$ cat src/rtl/prog_mem_pkg.sv
// Shared types and constants for the loadable instruction memory.
// BOOT_IMAGE is the program present at power-up; words past BOOT_LEN read as NOP.
package prog_mem_pkg;

  typedef enum logic [1:0] {
    ST_IDLE = 2'd0,
    ST_LOAD = 2'd1,
    ST_FILL = 2'd2,
    ST_DONE = 2'd3
  } ld_state_e;

  localparam logic [15:0] NOP = 16'h0000;

  localparam logic [3:0] OP_LDI  = 4'h1;
  localparam logic [3:0] OP_ADD  = 4'h3;
  localparam logic [3:0] OP_ST   = 4'h5;
  localparam logic [3:0] OP_HALT = 4'hF;

  localparam int BOOT_LEN = 5;

  localparam logic [15:0] BOOT_IMAGE [BOOT_LEN] = '{
    {OP_LDI,  4'h1, 8'h05},
    {OP_LDI,  4'h2, 8'h03},
    {OP_ADD,  4'h3, 4'h1, 4'h2},
    {OP_ST,   4'h3, 8'h00},
    {OP_HALT, 12'h000}
  };

  function automatic logic [15:0] boot_word(input int idx);
    if (idx < BOOT_LEN) begin
      return BOOT_IMAGE[idx];
    end
    return NOP;
  endfunction

endpackage

$ cat src/rtl/program_mem_loader_fsm.sv
// Loader control: accepts the word stream from address 0, then NOP-fills the tail.
// Produces the single write port of the memory; wr_ptr is one bit wider so it never wraps.
module program_mem_loader_fsm
  import prog_mem_pkg::*;
#(
  parameter int                DATA_W   = 16,
  parameter int                ADDR_W   = 4,
  parameter logic [DATA_W-1:0] NOP_WORD = '0
) (
  input  logic              clk,
  input  logic              rst_n,
  input  logic              ld_start_i,
  input  logic              ld_valid_i,
  input  logic [DATA_W-1:0] ld_data_i,
  input  logic              ld_last_i,
  output logic              ld_ready_o,
  output logic              ld_busy_o,
  output logic              ld_done_o,
  output logic              ld_err_o,
  output logic              wr_en_o,
  output logic [ADDR_W-1:0] wr_addr_o,
  output logic [DATA_W-1:0] wr_data_o
);

  localparam int PTR_W = ADDR_W + 1;
  localparam logic [PTR_W-1:0] LAST_PTR = PTR_W'((2 ** ADDR_W) - 1);

  ld_state_e        state_q, state_d;
  logic [PTR_W-1:0] wr_ptr_q, wr_ptr_d;
  logic             err_q, err_d;
  logic             at_end;

  assign at_end = (wr_ptr_q == LAST_PTR);

  always_ff @(posedge clk or negedge rst_n) begin
    if (!rst_n) begin
      state_q  <= ST_IDLE;
      wr_ptr_q <= '0;
      err_q    <= 1'b0;
    end else begin
      state_q  <= state_d;
      wr_ptr_q <= wr_ptr_d;
      err_q    <= err_d;
    end
  end

  always_comb begin
    state_d  = state_q;
    wr_ptr_d = wr_ptr_q;
    err_d    = err_q;
    case (state_q)
      ST_IDLE: begin
        if (ld_start_i) begin
          state_d  = ST_LOAD;
          wr_ptr_d = '0;
          err_d    = 1'b0;
        end
      end
      ST_LOAD: begin
        if (ld_valid_i) begin
          wr_ptr_d = wr_ptr_q + 1'b1;
          // Filling the last slot ends the load; a missing last marker is an overrun.
          if (at_end) begin
            state_d = ST_DONE;
            err_d   = err_q | ~ld_last_i;
          end else if (ld_last_i) begin
            state_d = ST_FILL;
          end
        end
      end
      ST_FILL: begin
        wr_ptr_d = wr_ptr_q + 1'b1;
        if (at_end) begin
          state_d = ST_DONE;
        end
      end
      ST_DONE: state_d = ST_IDLE;
      default: state_d = ST_IDLE;
    endcase
  end

  always_comb begin
    ld_ready_o = (state_q == ST_LOAD);
    ld_busy_o  = (state_q != ST_IDLE);
    ld_done_o  = (state_q == ST_DONE);
    ld_err_o   = err_q;
    wr_en_o    = ((state_q == ST_LOAD) && ld_valid_i) || (state_q == ST_FILL);
    wr_addr_o  = wr_ptr_q[ADDR_W-1:0];
    wr_data_o  = (state_q == ST_LOAD) ? ld_data_i : NOP_WORD;
  end

endmodule

$ cat src/rtl/program_mem_loadable.sv
// Instruction memory with boot image and in-system loader.
// Single-port array: the loader owns it while busy, fetch owns it otherwise.
module program_mem_loadable
  import prog_mem_pkg::*;
#(
  parameter int                DATA_W   = 16,
  parameter int                ADDR_W   = 4,
  parameter logic [DATA_W-1:0] NOP_WORD = '0
) (
  input  logic              clk,
  input  logic              rst_n,
  input  logic              fetch_req,
  input  logic [ADDR_W-1:0] fetch_addr,
  output logic [DATA_W-1:0] fetch_instr,
  output logic              fetch_valid,
  input  logic              ld_start,
  input  logic              ld_valid,
  input  logic [DATA_W-1:0] ld_data,
  input  logic              ld_last,
  output logic              ld_ready,
  output logic              ld_busy,
  output logic              ld_done,
  output logic              ld_err
);

  localparam int DEPTH = 2 ** ADDR_W;

  typedef logic [DATA_W-1:0] mem_t [DEPTH];

  function automatic mem_t boot_init();
    mem_t m;
    for (int i = 0; i < DEPTH; i++) begin
      m[i] = (i < BOOT_LEN) ? DATA_W'(boot_word(i)) : NOP_WORD;
    end
    return m;
  endfunction

  // Power-up contents only; reset deliberately leaves the array alone.
  mem_t mem_q = boot_init();

  logic [DATA_W-1:0] fetch_instr_q;
  logic              fetch_valid_q;
  logic              wr_en;
  logic [ADDR_W-1:0] wr_addr;
  logic [DATA_W-1:0] wr_data;
  logic              rd_en;

  program_mem_loader_fsm #(
    .DATA_W   (DATA_W),
    .ADDR_W   (ADDR_W),
    .NOP_WORD (NOP_WORD)
  ) u_loader (
    .clk        (clk),
    .rst_n      (rst_n),
    .ld_start_i (ld_start),
    .ld_valid_i (ld_valid),
    .ld_data_i  (ld_data),
    .ld_last_i  (ld_last),
    .ld_ready_o (ld_ready),
    .ld_busy_o  (ld_busy),
    .ld_done_o  (ld_done),
    .ld_err_o   (ld_err),
    .wr_en_o    (wr_en),
    .wr_addr_o  (wr_addr),
    .wr_data_o  (wr_data)
  );

  assign rd_en = fetch_req && !ld_busy;

  always_ff @(posedge clk) begin
    if (wr_en) begin
      mem_q[wr_addr] <= wr_data;
    end
  end

  always_ff @(posedge clk or negedge rst_n) begin
    if (!rst_n) begin
      fetch_instr_q <= NOP_WORD;
      fetch_valid_q <= 1'b0;
    end else if (rd_en) begin
      fetch_instr_q <= mem_q[fetch_addr];
      fetch_valid_q <= 1'b1;
    end else if (fetch_req) begin
      // Request arrived during a load: drop it and present a NOP.
      fetch_instr_q <= NOP_WORD;
      fetch_valid_q <= 1'b0;
    end else begin
      fetch_valid_q <= 1'b0;
    end
  end

  assign fetch_instr = fetch_instr_q;
  assign fetch_valid = fetch_valid_q;

endmodule

$ cat config.mk
export PLATFORM = sky130hd
export DESIGN_NAME = program_mem_loadable
export DESIGN_NICKNAME = d
export VERILOG_FILES = /design/src/rtl/prog_mem_pkg.sv /design/src/rtl/program_mem_loader_fsm.sv /design/src/rtl/program_mem_loadable.sv
export SDC_FILE = /design/constraint.sdc
export NUM_CORES = 1
export LEC_CHECK = 0
export ABC_AREA = 1
export CORE_MARGIN = 5
export CORE_UTILIZATION = 45
export DETAILED_ROUTE_END_ITERATION = 7
export PLACE_DENSITY = 0.61
export SETUP_SLACK_MARGIN = 0.1
export SLEW_MARGIN = 20
export SYNTH_ARGS = -nofsm -noshare
export SYNTH_HDL_FRONTEND = slang
export SYNTH_SLANG_ARGS = --single-unit
$ cat constraint.sdc
create_clock -name clk -period 2.9 [get_ports clk]
set_input_delay 0.58 -clock clk [delete_from_list [all_inputs] [get_ports clk]]
set_output_delay 0.58 -clock clk [all_outputs]
set_load 0.02 [all_outputs]
==> results.toml, run 1 <==
[layout]
drive_gt1_share_pct = 6.74
finish.utilization_pct = 52.7
n_fill_cell = 2372
layoutNonFillerInstCount = 1661
area_growth_from_synthesis_to_layout_pct = 15.2
final_area_um2 = 14200
antenna_cells_inserted = 0
final_net_count = 1332

[route]
post-route-drc-count = 0
dr_total_vias = 8379
final_antenna_net_count = 0
wirelength_um = 30600
detail_route.first_pass.iterations = 5
routed_wire_length_per_instance_um = 18.4
drt_first_iter_violations = 876
route.detailed.vias_per_inst = 5.04

[global_routing]
grt_start_max_net_pins = 129
grt_remaining_overflow = 0
grt_pass1_vias = 8104
grt_pass1_wl_um = 46900
grt_antenna_before_repair = 1
grt_use_total_pct = 19.8

[sta]
fin_crit_ns = 2.68
fin_ws_ns = 0.218
rsz0062_at_grt = "false"
worst_pin_slew_ns = 0.791
slew_viol_final = 0
skew_ns = 0.00879
hold_ws_ns = 0.441
max_clock_freq_mhz = 373
finalSetupTns_ns = 0
timing.final.hold_violations = 0
max_slew_margin_pct = 47.2
layout_worst_path_cycle_share_pct = 92.5
final_report_setup_violation_count = 0

[job]
cap_viol_max_count = 0

[floorplan]
design.portCount = 47
start_util_pct = 45.7
die_width_um = 176
std_cell_rows = 60
dieArea_um2 = 30900
core_area_um2 = 27000
floorplan_die_height_um = 176

[critical_path]
critical_path.startpoint_type = "register"
path_common_cell = "inv_1"
worst-endpoint-required_ns = 2.32
r2r-end = "mem_q[2][14]$_DFFE_PP_"
worstSetupPathType = "register to output pin"
cp_max_fo = 6
cp_data_arrival_time_ns = 2.10
r2r_cells = 7
worst-path-buf-inv = 3
ff2ff_setup_slack_ns = 0.70
reg2reg_from = "u_loader.state_q[0]$_DFFE_PN0P_"
worst_path_largest_cell_delay_ns = 0.60
crit_chain = "inv_1 > ha_1 > inv_1 > clkdlybuf4s50_1"
critical-path-slowest-cell = "clkdlybuf4s50_1"
crit_family = "buffers and inverters"
end_kind = "output pin"

[clock_network]
clock_path_buffers = 3
cts_num_sinks = 281
cts.htree.levels = 1
cts-buffers-inserted = 30
clk_root_buffer_cell = "clkbuf_16"
post_cts_setup_buffers = 0
worstSkewPairLatency_ns = 0.56
path_clk_slew_ns = 0.06
cts_tree = "yes"

[placement]
post_dp_cell_area_um2 = 13300
dp.cells = 1605
port-buffer-count = 46
detailed_place_hpwl_um = 17600
gp_congestion = 0.810
preCtsSetupSlack_ns = 0.447

[synthesis]
yosys_warnings = 0
post_syn_nets = 1276
netlist-cell-type-count = 23
syn-cell-area_um2 = 12400
seq_area_frac_synth_pct = 67.3
ys_ff_latch = 281
netlist_instances = 1240
postSynthAreaPerCell_um2 = 9.97

[hold_path]
min_path_type = "input port to async pin"

[power]
report.power.total_mw = 11.0
power.ir.vdd_worst_uv = 647
power_density_over_cell_area_nw_per_um2 = 772
p_leak_nw = 6.37

[status]
outcome = "completed"
==> cell families (layout without fill, tap and decap cells) <==
kind of cell / count (synthesis) / in the layout / synth area share, %
buf+inv: 283 / 363 / 9.37
fa+ha+maj: 10 / 10 / 1.01
compound gates: 11 / 11 / 0.506
simple gates: 655 / 655 / 21.8
flops: 281 / 281 / 67.3
==> cell usage in the layout (no fill, tap or decap) <==
master	netlist	layout
clkbuf_16	0	31
nand3_1	179	179
buf_4	16	29
o21ai_0	5	5
nor2_2	1	7
nand4_1	1	1
edfxtp_1	256	256
dfrtp_1	25	25
nor2_1	19	13
nor3_1	8	4
clkinv_2	0	4
clkbuf_1	8	11
or2_2	1	1
dlymetal6s2s_1	0	1
clkdlybuf4s50_1	0	43
buf_2	23	1
ha_1	10	10
buf_12	0	5
clkinv_1	1	6
o22ai_1	1	1
inv_1	225	225
nand2_1	446	446
o22a_1	1	1
inv_2	2	1
a211oi_1	1	1
bufinv_16	0	1
clkbuf_8	0	5
nor3_2	0	4
a21oi_1	3	3
==> state kept, by name, indices dropped and copies added (netlist names) <==
| name | flops |
|---|---|
| mem_q | 256 |
| fetch_instr | 16 |
| u_loader.wr_ptr_q | 5 |
| u_loader.state_q | 2 |
| fetch_valid | 1 |
| u_loader.ld_err_o | 1 |
==> report_power, final <==
part | total, mW | switching, mW | internal (mW)
clock | 3.68 | 1.51 | 2.17
combinational | 2.07 | 1.48 | 0.596
sequential | 5.24 | 0.161 | 5.08
==> layer usage <==
metal | share of wire [%] | track usage (%)
met1 | 45 | 29.0
met2 | 44 | 29.9
met3 | 7.7 | 3.59
met4 | 3.0 | 6.69
met5 | 0.042 | 0
==> area by class of cell <==
type,count,area [um2],area share [%]
Clock buffer,47,886,6.22
Clock inverter,9,63.8,0.448
Inverter,228,857,6.02
Multi-Input combinational cell,676,2920,20.5
Sequential cell,281,8310,58.4
Tap cell,341,427,3.00
Timing Repair Buffer,79,766,5.38
==> how the worst max path moves through the flow <==
stage / start / end / slack [ns] / cells past startpoint
6_report: u_loader.state_q[0]$_DFFE_PN0P_ / ld_busy / 0.22 / 4
5_1_grt: u_loader.state_q[0]$_DFFE_PN0P_ / ld_busy / 0.12 / 4
4_1_cts: u_loader.state_q[1]$_DFFE_PN0P_ / ld_ready / 0.11 / 4
3_5_place_dp: ld_valid / mem_q[1][2]$_DFFE_PP_ / 0.45 / 6
3_3_place_gp: ld_valid / mem_q[1][14]$_DFFE_PP_ / 0.46 / 6
2_1_floorplan: u_loader.state_q[1]$_DFFE_PN0P_ / mem_q[3][0]$_DFFE_PP_ / 0.17 / 5
==> cell usage after synthesis <==
master	count	area [um2]
o22ai_1	1	6.26
o22a_1	1	8.76
ha_1	10	125
buf_6	1	11.3
nor2_2	1	6.26
o21ai_0	5	25.0
a21oi_1	3	15.0
edfxtp_1	256	7690
clkbuf_1	8	30.0
inv_2	2	7.51
nor3_1	8	40.0
clkinv_1	1	3.75
nor2_1	19	71.3
nand2_1	446	1670
buf_2	23	115
or2_2	1	6.26
buf_4	16	120
nand4_1	1	6.26
a211oi_1	1	7.51
nand3_1	179	896
buf_1	7	26.3
inv_1	225	845
dfrtp_1	25	626
==> timing repair <==
action                     4_1_cts  5_1_grt
hold buffers                     0        0
setup endpoints to repair        0        1
resized for setup                0        1
No activity file was read; power rests on OpenSTA's default activity.
==> run 2: changes to the inputs <==
--- a/config.mk
+++ b/config.mk
@@ -9,6 +9,7 @@
 export CORE_MARGIN = 5
 export CORE_UTILIZATION = 45
 export DETAILED_ROUTE_END_ITERATION = 7
+export GPL_ROUTABILITY_DRIVEN = 0
 export PLACE_DENSITY = 0.61
 export SETUP_SLACK_MARGIN = 0.1
 export SLEW_MARGIN = 20
==> results of run 2 <==
The final DEF is identical to that of run 1; final timing and power are the same.
==> run 3: changes to the inputs <==
--- a/config.mk
+++ b/config.mk
@@ -6,6 +6,7 @@
 export NUM_CORES = 1
 export LEC_CHECK = 0
 export ABC_AREA = 1
+export ABC_CLOCK_PERIOD_IN_PS = 2900
 export CORE_MARGIN = 5
 export CORE_UTILIZATION = 45
 export DETAILED_ROUTE_END_ITERATION = 7
==> results of run 3 <==
The final DEF is identical to that of run 1; final timing and power are the same.
